$ cat config.mk
export PLATFORM = sky130hd
export DESIGN_NAME = bin_to_sevenseg_display
export DESIGN_NICKNAME = d
export VERILOG_FILES = /design/src/rtl/bin_to_sevenseg_display.sv
export SDC_FILE = /design/constraint.sdc
export NUM_CORES = 1
export LEC_CHECK = 0
export ABC_AREA = 0
export CORE_ASPECT_RATIO = 1.1
export CORE_UTILIZATION = 30
export CTS_CLUSTER_SIZE = 16
export DETAILED_ROUTE_END_ITERATION = 7
export GPL_ROUTABILITY_DRIVEN = 0
export GPL_TIMING_DRIVEN = 0
export PLACE_DENSITY = 0.58
export SLEW_MARGIN = 25
export SYNTH_ARGS = -nofsm -noshare
export SYNTH_HDL_FRONTEND = slang
export SYNTH_SLANG_ARGS = --single-unit
$ cat constraint.sdc
create_clock -name clock -period 2.35 [get_ports clock]
set_clock_uncertainty 0.2 [all_clocks]
set_input_delay 0.3525 -clock clock [delete_from_list [all_inputs] [get_ports clock]]
set_output_delay 0.3525 -clock clock [all_outputs]
set_load 0.01 [all_outputs]
$ cat src/rtl/bin_to_sevenseg_display.sv
`default_nettype none
// ============================================================================
// Module   : bin_to_sevenseg_display
// Desc     : Registered multi-digit seven-segment driver; sequential
//            binary-to-BCD (shift-and-add-3), leading-zero blanking, overflow
//            dashes. Macro SEVSEG_SIGNED_EN selects two's-complement input.
// Revision : 1.0 - initial release
// ============================================================================
module bin_to_sevenseg_display #(
  parameter int NUM_DIGITS = 8,
  parameter int BIN_WIDTH  = 27
) (
  input  logic                    clock,
  input  logic                    reset_L,
  input  logic [BIN_WIDTH-1:0]    in_value,
  input  logic                    in_valid,
  output logic                    in_ready,
  input  logic                    lz_blank,
  input  logic [NUM_DIGITS-1:0]   turn_on,
  output logic [7*NUM_DIGITS-1:0] hex_out,
  output logic                    overflow,
  output logic                    update
);

  localparam int c_bcd_w = 4 * NUM_DIGITS;
  localparam int c_cnt_w = $clog2(BIN_WIDTH);

  localparam logic [1:0] c_idle    = 2'd0;
  localparam logic [1:0] c_convert = 2'd1;
  localparam logic [1:0] c_commit  = 2'd2;

  logic [1:0]              r_state;
  logic [c_cnt_w-1:0]      r_cnt;
  logic [BIN_WIDTH-1:0]    r_bin;
  logic [c_bcd_w-1:0]      r_bcd;
  logic                    r_lz;
  logic                    r_ovf_acc;
  logic [7*NUM_DIGITS-1:0] r_seg;
  logic                    r_ovf;
  logic                    r_update;

  logic [BIN_WIDTH-1:0]    w_mag;
  logic [c_bcd_w-1:0]      w_bcd_adj;
  logic                    w_ovf_next;
  logic [NUM_DIGITS-1:0]   w_shown;
  logic [NUM_DIGITS-1:0]   w_minus;
  logic [7*NUM_DIGITS-1:0] w_seg_next;

  function automatic logic [6:0] seg7(input logic [3:0] d);
    case (d)
      4'd0:    seg7 = 7'h40;
      4'd1:    seg7 = 7'h79;
      4'd2:    seg7 = 7'h24;
      4'd3:    seg7 = 7'h30;
      4'd4:    seg7 = 7'h19;
      4'd5:    seg7 = 7'h12;
      4'd6:    seg7 = 7'h02;
      4'd7:    seg7 = 7'h78;
      4'd8:    seg7 = 7'h00;
      4'd9:    seg7 = 7'h18;
      default: seg7 = 7'h7F;
    endcase
  endfunction

`ifdef SEVSEG_SIGNED_EN
  logic r_neg;
  // Magnitude of the most negative value is still correct read as unsigned.
  assign w_mag      = in_value[BIN_WIDTH-1] ? -in_value : in_value;
  assign w_ovf_next = r_ovf_acc | (r_neg & (|r_bcd[c_bcd_w-1 -: 4]));
`else
  assign w_mag      = in_value;
  assign w_ovf_next = r_ovf_acc;
`endif

  always_comb begin
    w_bcd_adj = r_bcd;
    for (int i = 0; i < NUM_DIGITS; i++) begin
      if (r_bcd[4*i +: 4] >= 4'd5) begin
        w_bcd_adj[4*i +: 4] = r_bcd[4*i +: 4] + 4'd3;
      end
    end
  end

  always_ff @(posedge clock or negedge reset_L) begin
    if (!reset_L) begin
      r_state   <= c_idle;
      r_cnt     <= '0;
      r_bin     <= '0;
      r_bcd     <= '0;
      r_lz      <= 1'b0;
      r_ovf_acc <= 1'b0;
      r_seg     <= {NUM_DIGITS{7'h7F}};
      r_ovf     <= 1'b0;
      r_update  <= 1'b0;
`ifdef SEVSEG_SIGNED_EN
      r_neg     <= 1'b0;
`endif
    end else begin
      r_update <= 1'b0;
      case (r_state)
        c_idle: begin
          if (in_valid) begin
            r_bin     <= w_mag;
            r_lz      <= lz_blank;
            r_bcd     <= '0;
            r_ovf_acc <= 1'b0;
            r_cnt     <= c_cnt_w'(BIN_WIDTH - 1);
            r_state   <= c_convert;
`ifdef SEVSEG_SIGNED_EN
            r_neg     <= in_value[BIN_WIDTH-1];
`endif
          end
        end
        c_convert: begin
          // A carry out of the top nibble means the value needs another digit.
          r_bcd     <= {w_bcd_adj[c_bcd_w-2:0], r_bin[BIN_WIDTH-1]};
          r_bin     <= {r_bin[BIN_WIDTH-2:0], 1'b0};
          r_ovf_acc <= r_ovf_acc | w_bcd_adj[c_bcd_w-1];
          if (r_cnt == '0) begin
            r_state <= c_commit;
          end else begin
            r_cnt <= r_cnt - c_cnt_w'(1);
          end
        end
        c_commit: begin
          r_seg    <= w_seg_next;
          r_ovf    <= w_ovf_next;
          r_update <= 1'b1;
          r_state  <= c_idle;
        end
        default: r_state <= c_idle;
      endcase
    end
  end

  generate
    for (genvar i = 0; i < NUM_DIGITS; i++) begin : g_digit
      if (i == 0) begin : g_lsd
        assign w_shown[i] = 1'b1;
        assign w_minus[i] = 1'b0;
      end else begin : g_upper
        assign w_shown[i] = ~r_lz | (|r_bcd[c_bcd_w-1:4*i]);
`ifdef SEVSEG_SIGNED_EN
        // Minus sits just left of the most significant shown digit.
        assign w_minus[i] = r_neg & (r_lz
                            ? (~(|r_bcd[c_bcd_w-1:4*i]) & ((i == 1) | (|r_bcd[4*i-4 +: 4])))
                            : (i == NUM_DIGITS - 1));
`else
        assign w_minus[i] = 1'b0;
`endif
      end
      assign w_seg_next[7*i +: 7] = (w_ovf_next | w_minus[i]) ? 7'h3F
                                  : (w_shown[i] ? seg7(r_bcd[4*i +: 4]) : 7'h7F);
      assign hex_out[7*i +: 7]    = turn_on[i] ? r_seg[7*i +: 7] : 7'h7F;
    end
  endgenerate

  assign in_ready = (r_state == c_idle);
  assign overflow = r_ovf;
  assign update   = r_update;

endmodule
`default_nettype wire

# Word-level counts from Yosys, hierarchy flattened
# Memories as Yosys holds them, arrays and structs flattened.
# Index checks and enable logic that the tools add are counted.
classes:
  addsub: 9
  magnitude_cmp: 8
  eq_ne: 5
  mux: 44
  bitwise: 9
  n_reduce_logical: 14
ops:
  columns: ["operator", "n"]
  rows:
  - ["7-bit two-way mux", 23]
  - ["32-bit case mux with 2 select lines", 1]
  - ["27-bit case mux with 2 select lines", 1]
  - ["4-bit by 2-bit adder with 4-bit output, second input constant", 8]
  - ["4-bit by 3-bit >= comparator with 1-bit output, second input constant", 8]
  - ["32-bit two-way mux", 1]
  - ["4-bit two-way mux", 8]
  - ["28-bit OR reduction", 1]
  - ["27-bit two-way mux", 1]
  - ["24-bit OR reduction", 1]
  - ["20-bit OR reduction", 1]
  - ["16-bit OR reduction", 1]
  - ["12-bit OR reduction", 1]
  - ["5-bit two-way mux", 2]
  - ["5-bit case mux with 2 select lines", 1]
  - ["1-bit OR", 8]
  - ["8-bit OR reduction", 1]
  - ["2-bit != test, second input constant", 3]
  - ["2-bit AND reduction", 3]
  - ["5-bit logical NOT", 1]
  - ["5-bit by 1-bit subtractor with 5-bit output, second input constant", 1]
  - ["2-bit two-way mux", 2]
  - ["2-bit case mux with 2 select lines", 1]
  - ["4-bit OR reduction", 1]
  - ["other kinds (8)", 9]
totals:
  regBits: 126
  rom_bits: 896
  output_inout_bits: 59
  n_memories: 8
mem_list:
  columns: ["name", "words", "width", "read_ports", "rd_clocked_by_memory_dff", "wr", "line_no", "source"]
  rows:
  - ["(name not given)", 16, 7, 1, 0, 0, "50", "case (d)"]
  - ["(name not given)", 16, 7, 1, 0, 0, "50", null]
  - ["(name not given)", 16, 7, 1, 0, 0, "50", null]
  - ["(name not given)", 16, 7, 1, 0, 0, "50", null]
  - ["(name not given)", 16, 7, 1, 0, 0, "50", null]
  - ["(name not given)", 16, 7, 1, 0, 0, "50", null]
  - ["+2 memories", null, null, null, null, null, null, null]

# Longest topological paths before layout
logic_depth:
  ltp_word: 4
  ltp_mapped: 7
  depth_no_buf: 7

# Worst setup path after synthesis
# OpenSTA, ideal clock, no wires.
synth_path:
  path_type: "reg2reg"
  from: "register r_bcd[28]"
  to: "register r_seg[22]"
  setup_time_ns: 0.083
  arrival_ns: 1.734
  required_ns: 2.067
  setup_slack_ns: 0.332
  path_stages_with_launch: 8
  path_buffers: 1
  path_cell_list: "dfrtp_1 -> inv_1 -> ha_1 -> and4bb_4 -> and4_4 -> and3_4 -> buf_6 -> o32a_1"
synth_via:
  elab_chain_cells: 4
synth_lines:
  columns: ["item", "line_no", "source"]
  rows:
  - ["from (decl)", "35", "logic [c_bcd_w-1:0] r_bcd;"]
  - ["from (signal assigned)", "116", "r_bcd <= {w_bcd_adj[c_bcd_w-2:0], r_bin[BIN_WIDTH-1]};"]
  - ["20-bit OR reduction", "142", "assign w_shown[i] = ~r_lz | (|r_bcd[c_bcd_w-1:4*i]);"]
  - ["1-bit OR", "142", null]
  - ["7-bit two-way mux", "153", ": (w_shown[i] ? seg7(r_bcd[4*i +: 4]) : 7'h7F);"]
  - ["7-bit two-way mux", "152", "assign w_seg_next[7*i +: 7] = (w_ovf_next | w_minus[i]) ? 7'h3F"]
  - ["to (signal assigned)", "92", "r_seg <= {NUM_DIGITS{7'h7F}};"]
  - ["to (signal assigned)", "126", "r_seg <= w_seg_next;"]
  - ["to (decl)", "38", "logic [7*NUM_DIGITS-1:0] r_seg;"]
# No other way between the ends.
# A chain may end at the register's enable or synchronous reset.

# Worst setup path in the final report
layout_path:
  from: "register r_bcd[24]"
  to: "register r_seg[22]"
# Same word-level chain as after synthesis.

==> results.md <==
* Post CTS Setup Buffer Count at 0
* Biggest cell delay along the critical path at 450 ps
* Count of pins over their slew limit at 0
* WP data required at about 2500 ps
* Remaining routing DRC violations at 0
* Top cells by area, synth: dfrtp_1 (24%), dfstp_2 (20%), ha_1 (7.0%), nor2_1 (6.2%), nand2b_1 (6.2%)
* CTS Buf Count at 17
* Post-synthesis simple-gate area fraction at 0.209
* GRT overflow at 0
* CP Launch Type: flop
* Final ANT Viol Nets at 0
* FMAX at 455 MHz
* FF+latch count, synth at 126
* CTS tree: built
* Worst slack, placed at -269 ps
* Mean area per synthesized cell at 9.17 um^2
* Clock Sinks at 126
* Final min period at 2200 ps
* Peak VDD IR at 0.000726 V
* Clock transition at the registers of the reported paths at around 60 ps
* Die ar. at around 25000 um^2
* Synth area leader: dfrtp_1
* Initial antenna violation count at 0
* Core box area at between 20000 and 25000 um^2
* Multi-input gate area at 3780 um^2
* Clock root buffer: clkbuf_16
* RSZ-0062 raised after global routing: no
* Final hold vios at 0
* Gate count of the mapped netlist at around 800
* Vias in the first global route at around 5700
* Number of synthesized flops with an enable pin at 0
* Gr usage total at 0.154
* FF-to-FF End: r_seg[22]
* Max Cap Violations at 0
* Filler cells at 2397
* Clk Latency, worst-skew pair at 420 ps
* Die height at 165 um
* Synthesized Nets at 874
* Max stage delay cell, worst path: dfrtp_1
* Row count at 59
* HPWL Detailed at about 13 mm
* Largest family of logic cells by synthesized area: simple AND/OR/NAND/NOR gates
* Syn Std Cell Area at 7280 um^2
* DR pass1 iterations at 4
* R2r startpoint: r_bcd[24]
* Crit Path Class: flop to flop
* Die width at 151 um
* WL per Instance at about 15 um
* Status: completed
* Starting Density at 0.306
* Layout area overhead at 28.0%
* R2r worst-path depth at 7
* Fin crit share at 0.935
* Post-synthesis cell type count at 58
* Slew headroom at 0.540
* Element type at the critical path end: flop
* Diodes inserted at 0
* Fraction of final layout cells sized beyond drive strength 1 at 0.136
* Area share of the largest cell type after synthesis at 0.241
* I/O pin cnt at 98
* H-tree depth at 4
* Net count, final at 992
* R2r setup slk at 150 ps
* Post-synthesis adder-cell area fraction at 0.0704
* First-pass GRT wire length at about 30 mm
* Crit path max fanout at 7
* Compound-Gate Fraction of Synth Area at 0.187
* Ys async rst share at 1.00
* Pwr Total at between 10 and 15 mW
* Vias at 6081
* Worst hold path type: input pin to async pin
* Leak at approximately 3.9 nW
* Drt via density at 4.94
* CP arrival at 2360 ps
* # setup viols final at 0
* Power per standard cell area at 1320 nW/um^2
* Final Worst Setup Slack at 154 ps
* Synth warnings at 0
* Total area of sequential cells at 3220 um^2
* Max Buffers Root-to-Sink at 2
* Pin count of the biggest net entering global routing at 86
* CP cell instances: inv_1 -> ha_2 -> nor3b_4 -> and4_4 -> and3_4 -> buf_6 -> o32a_1
* Sequential fraction of the synthesis area at 0.443
* Slew of the pin with the lowest slew margin at roughly 700 ps
* Dominant synthesized flop cell: dfrtp_1
* Fraction of synthesized cell area in xor and xnor cells at 0.0204
* Final Routed Wirelength at 18.2 mm
* I/O Buffers at 97
* Mux contribution to synthesized area at 0.0239
* Detailed Route Iter0 Violations at around 280
## cell type report
| cell class | instances | area share |
|---|---|---|
| multi-input combinational | 588 | 0.405 |
| sequential | 126 | 0.346 |
| timing repair buffer | 99 | 0.109 |
| clock buffer | 20 | 0.0490 |
| tap | 305 | 0.0409 |
| buffer | 48 | 0.0232 |
| clock inverter | 12 | 0.0145 |
| inverter | 32 | 0.0129 |
## Yosys cell counts, drive strengths merged, types with 2 or more instances
master	number
a2111oi	2
a211o	3
a211oi	9
a21o	10
a21oi	36
a22oi	2
a31oi	11
a41oi	3
and2	3
and3	4
and4	2
buf	18
clkbuf	30
dfrtp	70
dfstp	56
ha	41
inv	32
mux2	3
mux2i	14
nand2	39
nand2b	72
nand3	25
nand4	2
nor2	121
nor2b	4
nor3	11
nor3b	16
o21ai	55
o21bai	2
o22a	24
o22ai	30
o31ai	4
o32a	9
xnor2	12
xor2	5
## through the flow
step                setup TNS, ps  area, um^2  utilization  std cells  hold slack, ps
finish                          0        9320        0.392       1230             209
floorplan                       0        7280            -        794            -143
CTS                             0        9270        0.390       1230             206
global route                    0        9320        0.392       1230             226
detailed placement          -3550        8670        0.365       1197            61.3
global placement          -458710        8630        0.363       1196             270
## critical path: cells and delay by family (launching register included)
kind / cells / cell delay (ps)
adder cells (fa/ha/maj): 1 / 260
AND/OR/NAND/NOR: 3 / 810
AO/OA/AOI/OAI: 1 / 150
flip-flops: 1 / 450
buffers and inverters: 2 / 260
## logic make-up (layout without fill, tap and decap cells)
logic type,after synthesis,count (layout)
and+or+nand+nor,304,304
AOI/OAI and AO/OA,209,209
DFF,126,126
xor gates and xnor gates,17,17
adders and majority gates,41,41
buffers and inverters,80,211
muxes,17,17
## worst max-delay path by stage
stage,slack [ps],depth (start not counted),end,start
after floorplan,330,7,r_seg[22],r_bcd[28]
after global placement,-4350,1,r_bin[11],reset_L
after detailed placement,-270,5,r_bcd[18],in_valid
after CTS,8,6,r_seg[8],r_bcd[24]
after global routing,20,6,r_seg[17],r_state[0]
final,150,7,r_seg[22],r_bcd[24]
## per-layer routing
metal | GRT usage | vias to the layer above | part of all wire
met4 | 0.0510 | 0 | 0.012
li1 | - | 3028 | -
met1 | 0.208 | 2900 | 0.47
met5 | 0 | - | 0
met3 | 0.0343 | 15 | 0.052
met2 | 0.242 | 138 | 0.47
## state kept, by name (all words and copies together) (netlist names)
name / cells
overflow: 1
r_bcd: 32
r_bin: 27
r_cnt: 5
r_lz: 1
r_ovf_acc: 1
r_seg: 56
r_state: 2
update: 1
## report_power, final
group / internal, mW / leakage, nW / switching [mW]
Clock: 1.62 / 0.291 / 1.01
Sequential: 3.13 / 1.41 / 0.718
Combinational: 2.62 / 2.17 / 3.22
Total: 7.37 / 3.87 / 4.95
## cells in the final DEF, fill, tap and decap left out, types with 12 or more instances in the layout
| cell | Yosys | final |
|---|---|---|
| o21ai_0 | 54 | 54 |
| xnor2_1 | 12 | 12 |
| nand2b_1 | 72 | 72 |
| o22a_1 | 24 | 24 |
| clkdlybuf4s50_1 | 0 | 96 |
| clkbuf_16 | 0 | 17 |
| nand3_1 | 25 | 25 |
| nand2_1 | 38 | 38 |
| buf_2 | 14 | 14 |
| inv_1 | 31 | 31 |
| a21oi_1 | 36 | 36 |
| ha_1 | 41 | 38 |
| clkbuf_1 | 30 | 28 |
| dfstp_2 | 56 | 56 |
| dfrtp_1 | 70 | 70 |
| mux2i_1 | 14 | 14 |
| nor2_1 | 121 | 121 |
| o22ai_1 | 30 | 30 |
## timing repair
item,CTS,global route
endpoints found under the setup margin,14,25
cloned,0,0
gates resized for setup,1,15
hold endpoints to repair,41,0
hold buffers,1,0
(Power assumes the default switching activity.)
